## config.mk

```make
export PLATFORM = sky130hd
export DESIGN_NAME = instr_fetch
export DESIGN_NICKNAME = d
export VERILOG_FILES = /design/src/rtl/fetch_pkg.sv /design/src/rtl/pc_counter.sv /design/src/rtl/instr_fetch.sv
export SDC_FILE = /design/constraint.sdc
export NUM_CORES = 1
export LEC_CHECK = 0
export ABC_CLOCK_PERIOD_IN_PS = 3700
export BUFFER_PORTS_ARGS = -buffer_cell sky130_fd_sc_hd__buf_4
export CAP_MARGIN = 15
export CORE_AREA = 3 3 50 52
export DETAILED_ROUTE_END_ITERATION = 8
export DIE_AREA = 0 0 53 55
export PLACE_DENSITY_LB_ADDON = 0.05
export SETUP_SLACK_MARGIN = 0.5
export SKIP_LAST_GASP = 1
export SLEW_MARGIN = 0
export SYNTH_ARGS = -nofsm -noshare
export SYNTH_HDL_FRONTEND = slang
export SYNTH_HIERARCHICAL = 1
export SYNTH_SLANG_ARGS = --single-unit
```

## constraint.sdc

```tcl
create_clock -name clk -period 3.7 [get_ports clk]
set_input_delay 0.185 -clock clk [delete_from_list [all_inputs] [get_ports clk]]
set_output_delay 0.185 -clock clk [all_outputs]
set_load 0.02 [all_outputs]
```

## src/rtl/fetch_pkg.sv

```systemverilog
// Shared types and constants for the UAZ instruction fetch stage.
package fetch_pkg;

  localparam int unsigned INSTR_W = 9;
  localparam logic [INSTR_W-1:0] HALT_WORD = 9'h1FF;

  typedef enum logic [1:0] {
    FETCH,
    HOLD,
    HALT
  } state_t;

endpackage

```

## src/rtl/pc_counter.sv

```systemverilog
// Program counter register: synchronous reset, branch load, modulo-2^ADDR_W increment.
module pc_counter #(
  parameter int unsigned       ADDR_W   = 8,
  parameter logic [ADDR_W-1:0] RESET_PC = '0
) (
  input  logic              clk,
  input  logic              rst,
  input  logic              inc,
  input  logic              load,
  input  logic [ADDR_W-1:0] target,
  output logic [ADDR_W-1:0] pc
);

  // Load wins over increment so a redirect suppresses the step of a coincident fetch.
  always_ff @(posedge clk) begin
    if (rst) begin
      pc <= RESET_PC;
    end else if (load) begin
      pc <= target;
    end else if (inc) begin
      pc <= pc + 1'b1;
    end
  end

endmodule

```

## src/rtl/instr_fetch.sv

```systemverilog
// UAZ instruction fetch stage: pc, memory handshake, instruction register for decode.
// Optional halt-on-9'h1FF behaviour is enabled by defining FETCH_HALT_EN.
module instr_fetch #(
  parameter int unsigned       ADDR_W   = 8,
  parameter int unsigned       INSTR_W  = 9,
  parameter logic [ADDR_W-1:0] RESET_PC = '0
) (
  input  logic               clk,
  input  logic               rst,
  output logic               imem_req,
  output logic [ADDR_W-1:0]  imem_addr,
  input  logic               imem_ack,
  input  logic [INSTR_W-1:0] imem_rdata,
  input  logic               stall,
  input  logic               branch_en,
  input  logic [ADDR_W-1:0]  branch_target,
  output logic [INSTR_W-1:0] Instruction,
  output logic               instr_valid,
  output logic [ADDR_W-1:0]  pc,
  output logic               halted
);

  import fetch_pkg::*;

  state_t state, state_next;
  logic   pc_inc;
  logic   pc_load;
  logic   capture;

  pc_counter #(
    .ADDR_W   (ADDR_W),
    .RESET_PC (RESET_PC)
  ) u_pc_counter (
    .clk    (clk),
    .rst    (rst),
    .inc    (pc_inc),
    .load   (pc_load),
    .target (branch_target),
    .pc     (pc)
  );

  always_ff @(posedge clk) begin
    if (rst) begin
      state <= FETCH;
    end else begin
      state <= state_next;
    end
  end

  always_comb begin
    state_next = state;
    pc_inc     = 1'b0;
    pc_load    = 1'b0;
    capture    = 1'b0;
    unique case (state)
      FETCH: begin
        if (branch_en) begin
          pc_load = 1'b1;
        end else if (imem_ack) begin
          capture    = 1'b1;
          pc_inc     = 1'b1;
          state_next = HOLD;
`ifdef FETCH_HALT_EN
          if (imem_rdata == HALT_WORD) begin
            state_next = HALT;
          end
`endif
        end
      end
      HOLD: begin
        if (branch_en) begin
          pc_load    = 1'b1;
          state_next = FETCH;
        end else if (!stall) begin
          state_next = FETCH;
        end
      end
`ifdef FETCH_HALT_EN
      HALT: begin
        if (branch_en) begin
          pc_load    = 1'b1;
          state_next = FETCH;
        end
      end
`endif
      default: state_next = FETCH;
    endcase
  end

  // Capture is gated by branch_en above, so a word acked alongside a redirect is dropped.
  always_ff @(posedge clk) begin
    if (rst) begin
      Instruction <= '0;
    end else if (capture) begin
      Instruction <= imem_rdata;
    end
  end

  // instr_valid is a decode of the registered state: HOLD is exactly "word presented".
  assign instr_valid = (state == HOLD);
  assign imem_req    = (state == FETCH) && !rst;
  assign imem_addr   = pc;

`ifdef FETCH_HALT_EN
  assign halted = (state == HALT);
`else
  assign halted = 1'b0;
`endif

endmodule

```

## Word-level counts from Yosys, hierarchy flattened

Cells that the tools add are included.

- Word-level logic and storage cells: 26
- Output and inout bits: 28
- Bits in registers: 19
- Input bits: 22

- Equality and inequality tests: 4
- Reductions and logical operators: 6
- $add $sub $neg: 1
- Multiplexer cells: 12

Operators by type and width:

| cell | count |
|---|---|
| 2-to-1 mux 8 bit | 2 |
| adder 8 x 1 -> 8 bit (second input constant) | 1 |
| 2-to-1 mux 2 bit | 4 |
| 2-to-1 mux 1 bit | 5 |
| inequality test 2 bit (second input constant) | 2 |
| one-hot mux 2 bit (2 select lines) | 1 |
| inequality test 3 bit (second input constant) | 1 |
| AND reduction 3 bit | 1 |
| == test 2 x 1 -> 1 bit (second input constant) | 1 |
| logical NOT 2 bit | 1 |
| nonzero test 2 bit | 1 |
| OR reduction 2 bit | 1 |
| logical AND 1 bit | 1 |
| logical NOT 1 bit | 1 |

## Depth between registers and ports, before layout

Gate-level depths: netlist of run 1.

- Depth in word-level cells: 5
- Gate-level depth with buffers: 6
- Gate-level depth less buffers: 4

## Hierarchy

The synthesis of run 1 kept the hierarchy.

By module, submodules not included:

| module | instances | cells an instance | area an instance (um2) |
|---|---|---|---|
| instr_fetch | 1 | 54 | 524.3 |
| pc_counter | 1 | 53 | 464.2 |

## Worst setup path before layout of run 1

Ideal clock, no wire load.

- Path type: register to register
- From: register state[0]
- To: register u_pc_counter.pc[7]
- Slack: 1.820 ns
- Stages on the path, launching flop included: 7
- Period minus slack after synthesis: 1.880 ns
- Arrival: 1.801 ns
- Path through: dfxtp_1 nor3b_2 buf_6 buf_6 or3b_1 or4_1 o211ai_1

- Elaborated cells on any way between the ends: 7

RTL lines:

| element | RTL line | source |
|---|---|---|
| start: declaration | instr_fetch.sv:25 | `state_t state, state_next;` |
| start signal: assignment | instr_fetch.sv:46 | `state <= state_next;` |
| logical NOT 2 bit | -- |  |
| 2-to-1 mux 1 bit | -- |  |
| via capture | instr_fetch.sv:28 | `logic capture;` |
| nonzero test 2 bit (no line) | -- |  |
| end signal: assignment | pc_counter.sv:19 | `pc <= target;` |
| end signal: assignment | pc_counter.sv:21 | `pc <= pc + 1'b1;` |
| end: declaration | pc_counter.sv:11 | `output logic [ADDR_W-1:0] pc` |

The timed path passes the listed nets, and every way through them passes these cells.
A chain may end at the register's enable or synchronous reset.

## Final worst setup path of run 1

- From: register state[0]
- To: register u_pc_counter.pc[7]

- Word-level cells in the longest chain between the ends: 4
- Elaborated cells on any way between the ends: 7

RTL lines:

| element | RTL line | source |
|---|---|---|
| == test 2 x 1 -> 1 bit / logical NOT 2 bit (equally long branches) | instr_fetch.sv:55 | `unique case (state)` |
| OR reduction 2 bit (no line) | -- |  |
| 2-to-1 mux 1 bit | -- |  |
| 2-to-1 mux 8 bit / nonzero test 2 bit (equally long branches) | -- |  |

Several ways; a longest one is shown, not always the timed one.

==> results of run 1 <==
## how the worst min path moves through the flow
stage	startpoint	end	slack [ns]	cells after the start
2_1_floorplan	branch_en	state[0]	0.26	1
3_3_place_gp	branch_target[1]	u_pc_counter/pc[1]	0.44	3
3_5_place_dp	branch_target[1]	u_pc_counter/pc[1]	0.43	3
4_1_cts	branch_target[1]	u_pc_counter/pc[1]	0.13	3
5_1_grt	branch_target[1]	u_pc_counter/pc[1]	0.13	3
6_report	branch_target[1]	u_pc_counter/pc[1]	0.14	3
## placed cells by master (no fill, tap or decap)
cell / count
nor3b_1: 3
nor3_1: 2
o211ai_1: 4
inv_1: 2
mux2_2: 1
o31a_1: 1
clkbuf_4: 3
nand2b_1: 18
a21oi_1: 3
conb_1: 1
nor2_1: 6
nand3_1: 3
nor3b_2: 1
nand2_1: 2
o21a_1: 1
buf_4: 49
clkbuf_8: 1
ha_1: 1
dfxtp_1: 18
xor2_1: 4
or4_1: 2
a211oi_1: 3
nand4_1: 3
or3b_1: 1
mux2i_1: 12
## cells by family (layout without fill, tap and decap cells)
kind of cell,after synthesis,in the layout,synth area share
compound gates,12,12,0.0848
xor+xnor,4,4,0.0354
fa+ha+maj,1,1,0.0127
buf+inv,17,55,0.118
flops,18,18,0.365
mux,13,13,0.133
other cells,1,1,0.00379
simple gates,41,41,0.248
## stage by stage
| stage | util | hold slack, ns | cells |
|---|---|---|---|
| after floorplan | - | 0.264 | 107 |
| final | 0.614 | 0.143 | 173 |
| after detailed placement | 0.597 | 0.431 | 169 |
| after global placement | 0.597 | 0.436 | 169 |
| after global routing | 0.614 | 0.130 | 173 |
| after CTS | 0.614 | 0.131 | 173 |
## worst max-delay path, cell delays in order (launching register included)
cell,delay [ns]
dfxtp_1,0.36
nor3b_2,0.18
buf_4,0.29
or3b_1,0.39
or4_1,0.47
o211ai_1,0.10
## cell type report
cell class	instances	area [um^2]	area share
Tap cell	28	35.0	0.0266
Sequential cell	18	360	0.273
Clock buffer	4	36.3	0.0275
Inverter	2	7.51	0.00569
Timing Repair Buffer	49	368	0.279
Multi-Input combinational cell	72	512	0.388
## sequential cells by signal, summed over array words and instances, names as in the netlist
register,count
u_pc_counter/pc,8
Instruction,9
state,1
## power by group
| part | switching, uW | internal (uW) | leakage (uW) |
|---|---|---|---|
| Clock | 55.9 | 59.8 | 0.0000210 |
| Sequential | 13.6 | 205 | 0.000148 |
| Combinational | 52.8 | 55.0 | 0.000414 |
## layer usage
layer	GRT usage	wire, um	up-vias	share of wire
met3	0.0268	135	2	0.065
met4	0.0638	17	0	0.0082
met2	0.262	1050	28	0.50
met5	0	0	-	0
met1	0.166	872	386	0.42
li1	-	-	434	-
==> results.toml, run 1 <==
[status]
status = "completed"

[worst_setup_path]
timing.rr.start = "state[0]"
end_kind = "register"
crit_end = "u_pc_counter/pc[7]"
worstReg2RegEnd = "u_pc_counter/pc[7]"
arrival_ns = 2.08
path_class = "reg -> reg"
critPathMaxFanout = 19
r2r_slack_ns = 1.83
crit_start = "state[0]"
worstRegToRegCells = 5
crit_required_ns = 3.91
crit_path_start_kind = "register"

[timing]
finalHoldViolations = 0
fin_skew_ns = 0.00176
drv_slew = 0
rsz0062_at_grt = "no"
period_share = 0.505
finalSetupViolations = 0
fmax_ghz = 0.535
fin_tns_setup_ns = 0
fin_crit_ns = 1.87
final.setup.worst_slack_ns = 1.83

[logic_synthesis]
synth_area_leader_cell = "dfxtp_1"
synth.cell_area_um2 = 988
synth_warnings = 6
synth_common_cells = "dfxtp_1 (18), nand2b_1 (18), mux2i_1 (12)"
yosysTopAreaCellShare = 0.365
synthArstFlopShare = 0
synth_edf_count = 0
netlist_top_cells_area = "dfxtp_1 (36%), mux2i_1 (12%), nand2b_1 (11%)"
syn_nets = 130
syn-mean-instance-area_um2 = 9.24
seq_area_frac_synth = 0.365
synth_seq_cells = 18
syn-instance-count = 107
ys.flop_type = "dfxtp_1"
ys_types = 25

[global_routing]
grt_usage = 0.145
overflow = 0
antenna_found_initial = 0
grt_first_pass_wirelength_um = 3210
grt_pass1_vias = 790
grt_max_degree = 31

[finish]
area_delta_synth_final_pct = 33.4
drive_gt1_frac = 0.379
design_area_um2 = 1320
final_nets = 169
fillers = 195
antennaDiodeCount = 0

[pwr]
p_per_area_nw_per_um2 = 336
p_leak_uw = 0.000583
finalPower_uw = 443
irDropWorstVdd_mv = 0.197

[clock_tree]
htreeDepth = 1
ctsRootBufferMaster = "clkbuf_4"
cts_tree = "built"
cts_buffer_depth = 2
cts.repair.resized = 0
ctsHoldBuffers = 0
post_cts_buffers = 0
cts_sinks = 18
insertion_delay_ns = 0.28
path_clk_slew_ns = 0.10
cts_inserted_buffers = 3

[placement]
placed_cell_area_um2 = 1280
pre_cts_slack_ns = 1.85
portBuffers = 48
place.gp.congestion = 0.796

[worst_hold_path]
hp-class = "in -> reg"

[detailed_routing]
dr.first_iter.drc_count = 3
routed_via_density = 4.91
wl_um = 2070
firstDrtPassIters = 3
drc = 0
final_antenna_net_count = 0
wl_per_cell_um = 12.0
vias = 850

[die]
core_um2 = 2150
die_w_um = 53
fp.dieH_um = 55
rows = 17
design.die.area_um2 = 2920
start_util = 0.460
ios = 50

[flow_run]
cap_viol_max_count = 0
Power figures use the tool's default switching activity.
==> run 2, diff against run 1 <==
- ABC_AREA: default -> 1
- ABC_CLOCK_PERIOD_IN_PS: 3700 -> 1800
- CORE_AREA: 3 3 50 52 -> 3 3 66 44
- DIE_AREA: 0 0 53 55 -> 0 0 69 47
- clock period: 3.7 -> 1.8 ns (I/O delays scaled with it)
==> results.toml, run 2 <==
[status]
status = "completed"

[global_routing]
antenna_found_initial = 0
overflow = 0
grt_usage = 0.157
grt_first_pass_wirelength_um = 4020
grt_max_degree = 20
grt_pass1_vias = 854

[detailed_routing]
highest_layer = "met4"
firstDrtPassIters = 4
final_antenna_net_count = 0
wl_per_cell_um = 11.4
wl_met2_um = 1020
wl_met3_um = 225
drc = 0
vias = 1010
routed_via_density = 4.65
dr.first_iter.drc_count = 50
wl_um = 2480
wl_met1_um = 1210

[placement]
placed_cell_area_um2 = 1340
dp.cells = 213
dp_hpwl_um = 1920
pre_cts_slack_ns = 0.600
portBuffers = 48
place.gp.congestion = 0.753

[timing]
period_share = 0.632
final.setup.worst_slack_ns = 0.662
rsz0062_at_grt = "no"
fin_crit_ns = 1.14
fmax_ghz = 0.879
fin_tns_setup_ns = 0
fin_skew_ns = 0.00222
drv_slew = 0
finalHoldViolations = 0
finalSetupViolations = 0

[finish]
regMostFlops = "Instruction"
stdcell_count = 217
largest_reg_flops = 9
layout_commonest_cell = "buf_4"
layout_common_cells = "buf_4 (49), nand2_1 (25), inv_1 (16)"
area_delta_synth_final_pct = 34.5
final_nets = 209
drive_gt1_frac = 0.373
antennaDiodeCount = 0
design_area_um2 = 1390
reg_top3 = "Instruction: 9 flops, u_pc_counter/pc: 8 flops, state: 1 flops"

[logic_synthesis]
syn-mean-instance-area_um2 = 7.10
synth_common_cells = "nand2_1 (25), dfxtp_1 (18), inv_1 (17)"
seq_area_frac_synth = 0.350
synth_area_leader_cell = "dfxtp_1"
ys.flop_type = "dfxtp_1"
netlist_top_cells_area = "dfxtp_1 (35%), nand2_1 (9.1%), a21oi_1 (6.8%)"
ys_types = 27
syn_nets = 168
synth_seq_cells = 18
synth.cell_area_um2 = 1030
synth_edf_count = 0
synth_most_common_cell = "nand2_1"
yosysTopAreaCellShare = 0.350
synthArstFlopShare = 0
syn-instance-count = 145
synth_warnings = 6

[worst_setup_path]
crit_buf_inv = 2
r2r_slack_ns = 0.66
path_class = "reg -> reg"
worstReg2RegEnd = "u_pc_counter/pc[0]"
timing.rr.start = "state[0]"
slowest_delay_ns = 0.37
path_common_cell = "nand2_1"
worstRegToRegCells = 8
path_delay_family = "simple AND/OR/NAND/NOR gates"
crit_required_ns = 1.99
crit_chain = "nor2_4, nand2_4, inv_4, nor2_2, nand2_1, o211ai_1, nand2_1, inv_1"
critPathMaxFanout = 6
end_kind = "register"
crit_path_start_kind = "register"
crit_slowest_cell = "dfxtp_4"
arrival_ns = 1.33

[die]
fp.dieH_um = 47
start_util = 0.432
design.die.area_um2 = 3240
die_w_um = 69
core_um2 = 2380
ios = 50
rows = 14

[clock_tree]
post_cts_buffers = 0
htreeDepth = 1
ctsRootBufferMaster = "clkbuf_8"
cts_inserted_buffers = 3
cts_buffer_depth = 2
path_clk_slew_ns = 0.07
cts_tree = "built"
insertion_delay_ns = 0.25
cts_sinks = 18

[pwr]
irDropWorstVdd_mv = 0.443
p_leak_uw = 0.000688
p_per_area_nw_per_um2 = 716

[worst_hold_path]
hp-class = "in -> reg"
hold_depth = 2
whs_endpoint = "state[0]"
min_from = "rst"

[flow_run]
cap_viol_max_count = 0
run 2: cell types whose count changed after synthesis, moves of 4 or more:
cell	previous run	this run
nand2_1	2	25
mux2i_1	12	0
a21oi_1	3	14
inv_1	2	17
nor2_1	6	15
nand2b_1	18	0
nand3_1	3	14
a22oi_1	0	4
run 2: through the flow:
| stage | util | total power [uW] | hold WS [ns] |
|---|---|---|---|
| floorplan | - | 618 | 0.143 |
| global placement | 0.561 | 710 | 0.332 |
| detailed placement | 0.561 | 714 | 0.335 |
| CTS | 0.580 | 1010 | 0.0595 |
| global route | 0.581 | 1050 | 0.0710 |
| finish | 0.581 | 991 | 0.0627 |
run 2: kinds of logic after synthesis:
logic type	after synthesis	synth area share
adder cells (fa/ha/maj)	1	0.0121
AND/OR/NAND/NOR	65	0.299
flip-flops	18	0.350
buffers and inverters	33	0.176
XOR/XNOR	1	0.00851
AO/OA/AOI/OAI	26	0.151
other	1	0.00364
run 2: worst max path at each step:
stage	cells after the start	slack, ns	startpoint	endpoint
floorplan	9	0.51	state[0]	u_pc_counter/pc[4]
finish	8	0.66	state[0]	u_pc_counter/pc[0]
CTS	5	0.58	u_pc_counter/pc[0]	u_pc_counter/pc[6]
global route	5	0.55	u_pc_counter/pc[0]	u_pc_counter/pc[6]
detailed placement	6	0.60	u_pc_counter/pc[0]	u_pc_counter/pc[4]
global placement	6	0.66	u_pc_counter/pc[0]	u_pc_counter/pc[4]
run 2: cell type report:
type,count,area [um^2]
fill,234,997
clock buffer,4,45.0
tap,32,40.0
sequential,18,367
multi-input combinational,94,488
inverter,20,77.6
timing repair buffer,49,368
run 2: repair_timing:
action	CTS	global route
gates resized for setup	0	2
hold buffers	0	0
hold endpoints to repair	0	0
endpoints found under the setup margin	0	2
run 2: per-layer routing:
metal / up-vias / track usage
met5: - / 0
met2: 35 / 0.237
met1: 441 / 0.207
met4: 0 / 0.0467
met3: 2 / 0.0684
li1: 532 / -
run 2: worst register-to-register path: cells and delay by family, from the launching register on:
family	cells	cell delay [ns]
buffers and inverters	2	0.10
flip-flops	1	0.37
AO/OA/AOI/OAI	1	0.11
AND/OR/NAND/NOR	5	0.51
run 2: power breakdown:
group          switching, uW  total (uW)  internal, uW
clock                    130         287           157
sequential              28.7         454           425
combinational            137         251           114
==> run 3, diff against run 2 <==
- ABC_AREA: 1 -> 0
- ABC_CLOCK_PERIOD_IN_PS: 1800 -> 930
- CORE_AREA: 3 3 66 44 -> 3 3 69 45
- DIE_AREA: 0 0 69 47 -> 0 0 72 48
- clock period: 1.8 -> 0.93 ns (I/O delays scaled with it)
==> results.toml, run 3 (synthesis gave the netlist of run 1 again) <==
[status]
status = "complete, but fails checks"
violations = "negative setup slack"

[detailed_routing]
dr.first_iter.drc_count = 49
routed_via_density = 4.80
wl_um = 2800
vias = 994
firstDrtPassIters = 5
wl_per_cell_um = 13.5
drc = 0
final_antenna_net_count = 0

[timing]
fin_tns_setup_ns = -7.25
fmax_ghz = 0.664
finalSetupViolations = 21
fin_crit_ns = 1.51
fin_skew_ns = 0.00651
timing.hold.ws_ns = 0.0449
drv_slew = 0
period_share = 1.62
final.setup.worst_slack_ns = -0.577
rsz0062_at_grt = "yes"
finalHoldViolations = 0

[worst_hold_path]
hp-class = "in -> reg"
hold_depth = 3

[clock_tree]
cts_inserted_buffers = 3
cts_tree = "built"
cts_sinks = 18
htreeDepth = 1
path_clk_slew_ns = 0.07
cts_buffer_depth = 2
ctsRootBufferMaster = "clkbuf_8"
insertion_delay_ns = 0.25
ctsHoldBuffers = 0

[global_routing]
antenna_found_initial = 0
overflow = 0
grt_max_degree = 30
grt_pass1_vias = 918
grt_usage = 0.165
grt_first_pass_wirelength_um = 4290

[finish]
area_delta_synth_final_pct = 81.1
stdcell_count = 207
final_nets = 199
antennaDiodeCount = 0
layout_common_cells = "buf_4 (39), buf_6 (38), nand2b_1 (18)"
drive_gt1_frac = 0.600
reg_top3 = "Instruction: 9 flops, u_pc_counter/pc: 8 flops, state: 1 flops"
largest_reg_flops = 9
regMostFlops = "Instruction"
design_area_um2 = 1790
layout_commonest_cell = "buf_4"

[worst_setup_path]
crit_required_ns = 1.11
end_kind = "register"
crit_path_start_kind = "register"
critPathMaxFanout = 2
arrival_ns = 1.69
worstRegToRegCells = 4
path_class = "reg -> reg"

[pwr]
finalPower_uw = 2080
p_per_area_nw_per_um2 = 1160
irDropWorstVdd_mv = 0.905
p_leak_uw = 0.000797

[placement]
place.gp.congestion = 0.848
dp_hpwl_um = 1840
dp.cells = 186
placed_cell_area_um2 = 1430
portBuffers = 48

[die]
ios = 50
core_um2 = 2500
die_w_um = 72
rows = 14
design.die.area_um2 = 3460
fp.dieH_um = 48
start_util = 0.395

[flow_run]
cap_viol_max_count = 0
run 3: changes by cell type in the layout (fill, tap and decap cells not counted), moves of 10 or more:
cell | previous run | this run
buf_6 | 0 | 38
nand2_1 | 25 | 2
nand2b_1 | 0 | 18
dfxtp_1 | 15 | 1
inv_1 | 16 | 2
mux2i_1 | 0 | 12
nand3_1 | 14 | 2
a21oi_1 | 14 | 3
buf_4 | 49 | 39
nor2_1 | 15 | 5
run 3: path summary, 6_finish.rpt:
kind	startpoint	end	slack (ns)
min	branch_target[0]	u_pc_counter/pc[0]	0.04
max reg2reg	state[0]	u_pc_counter/pc[7]	-0.58
max	state[0]	u_pc_counter/pc[7]	-0.58
min reg2reg	Instruction[3]	Instruction[3]	0.48
run 3: cell type report:
| type | count | area (um^2) |
|---|---|---|
| flip-flops and latches | 18 | 402 |
| clock buffers | 3 | 41.3 |
| well taps | 32 | 40.0 |
| clock inverters | 1 | 3.75 |
| multi-input cells | 72 | 541 |
| inverters | 2 | 7.51 |
| fillers | 192 | 714 |
| repair buffers | 79 | 756 |
run 3: timing repair:
action	4_1_cts	5_1_grt
setup endpoints to repair	45	45
resized for setup	40	9
cloned	0	0
pin swaps	2	3
buffers inserted	14	3
hold endpoints to repair	0	0
run 3: per-stage QoR:
step                      utilization  setup WS [ns]
after global placement          0.569         -0.494
final                           0.715         -0.577
after global routing            0.715         -0.659
after floorplan                     -         -0.803
after CTS                       0.692         -0.538
after detailed placement        0.569         -0.528
run 3: layer usage:
metal  part of all wire  global-route usage
met1               0.46               0.216
met2               0.46               0.268
met3              0.079              0.0566
met4             0.0025              0.0337
met5                  0                   0
run 3: power breakdown:
part | internal, uW | total, uW | switching [uW]
Sequential | 816 | 857 | 41.6
Combinational | 387 | 671 | 284
Clock | 293 | 553 | 260
run 3: worst max-delay path: stages (launching register included):
cell and delay [ns]:
dfxtp_4 0.35, nor3b_4 0.16, or3b_4 0.40, or4_4 0.42, o211ai_1 0.10
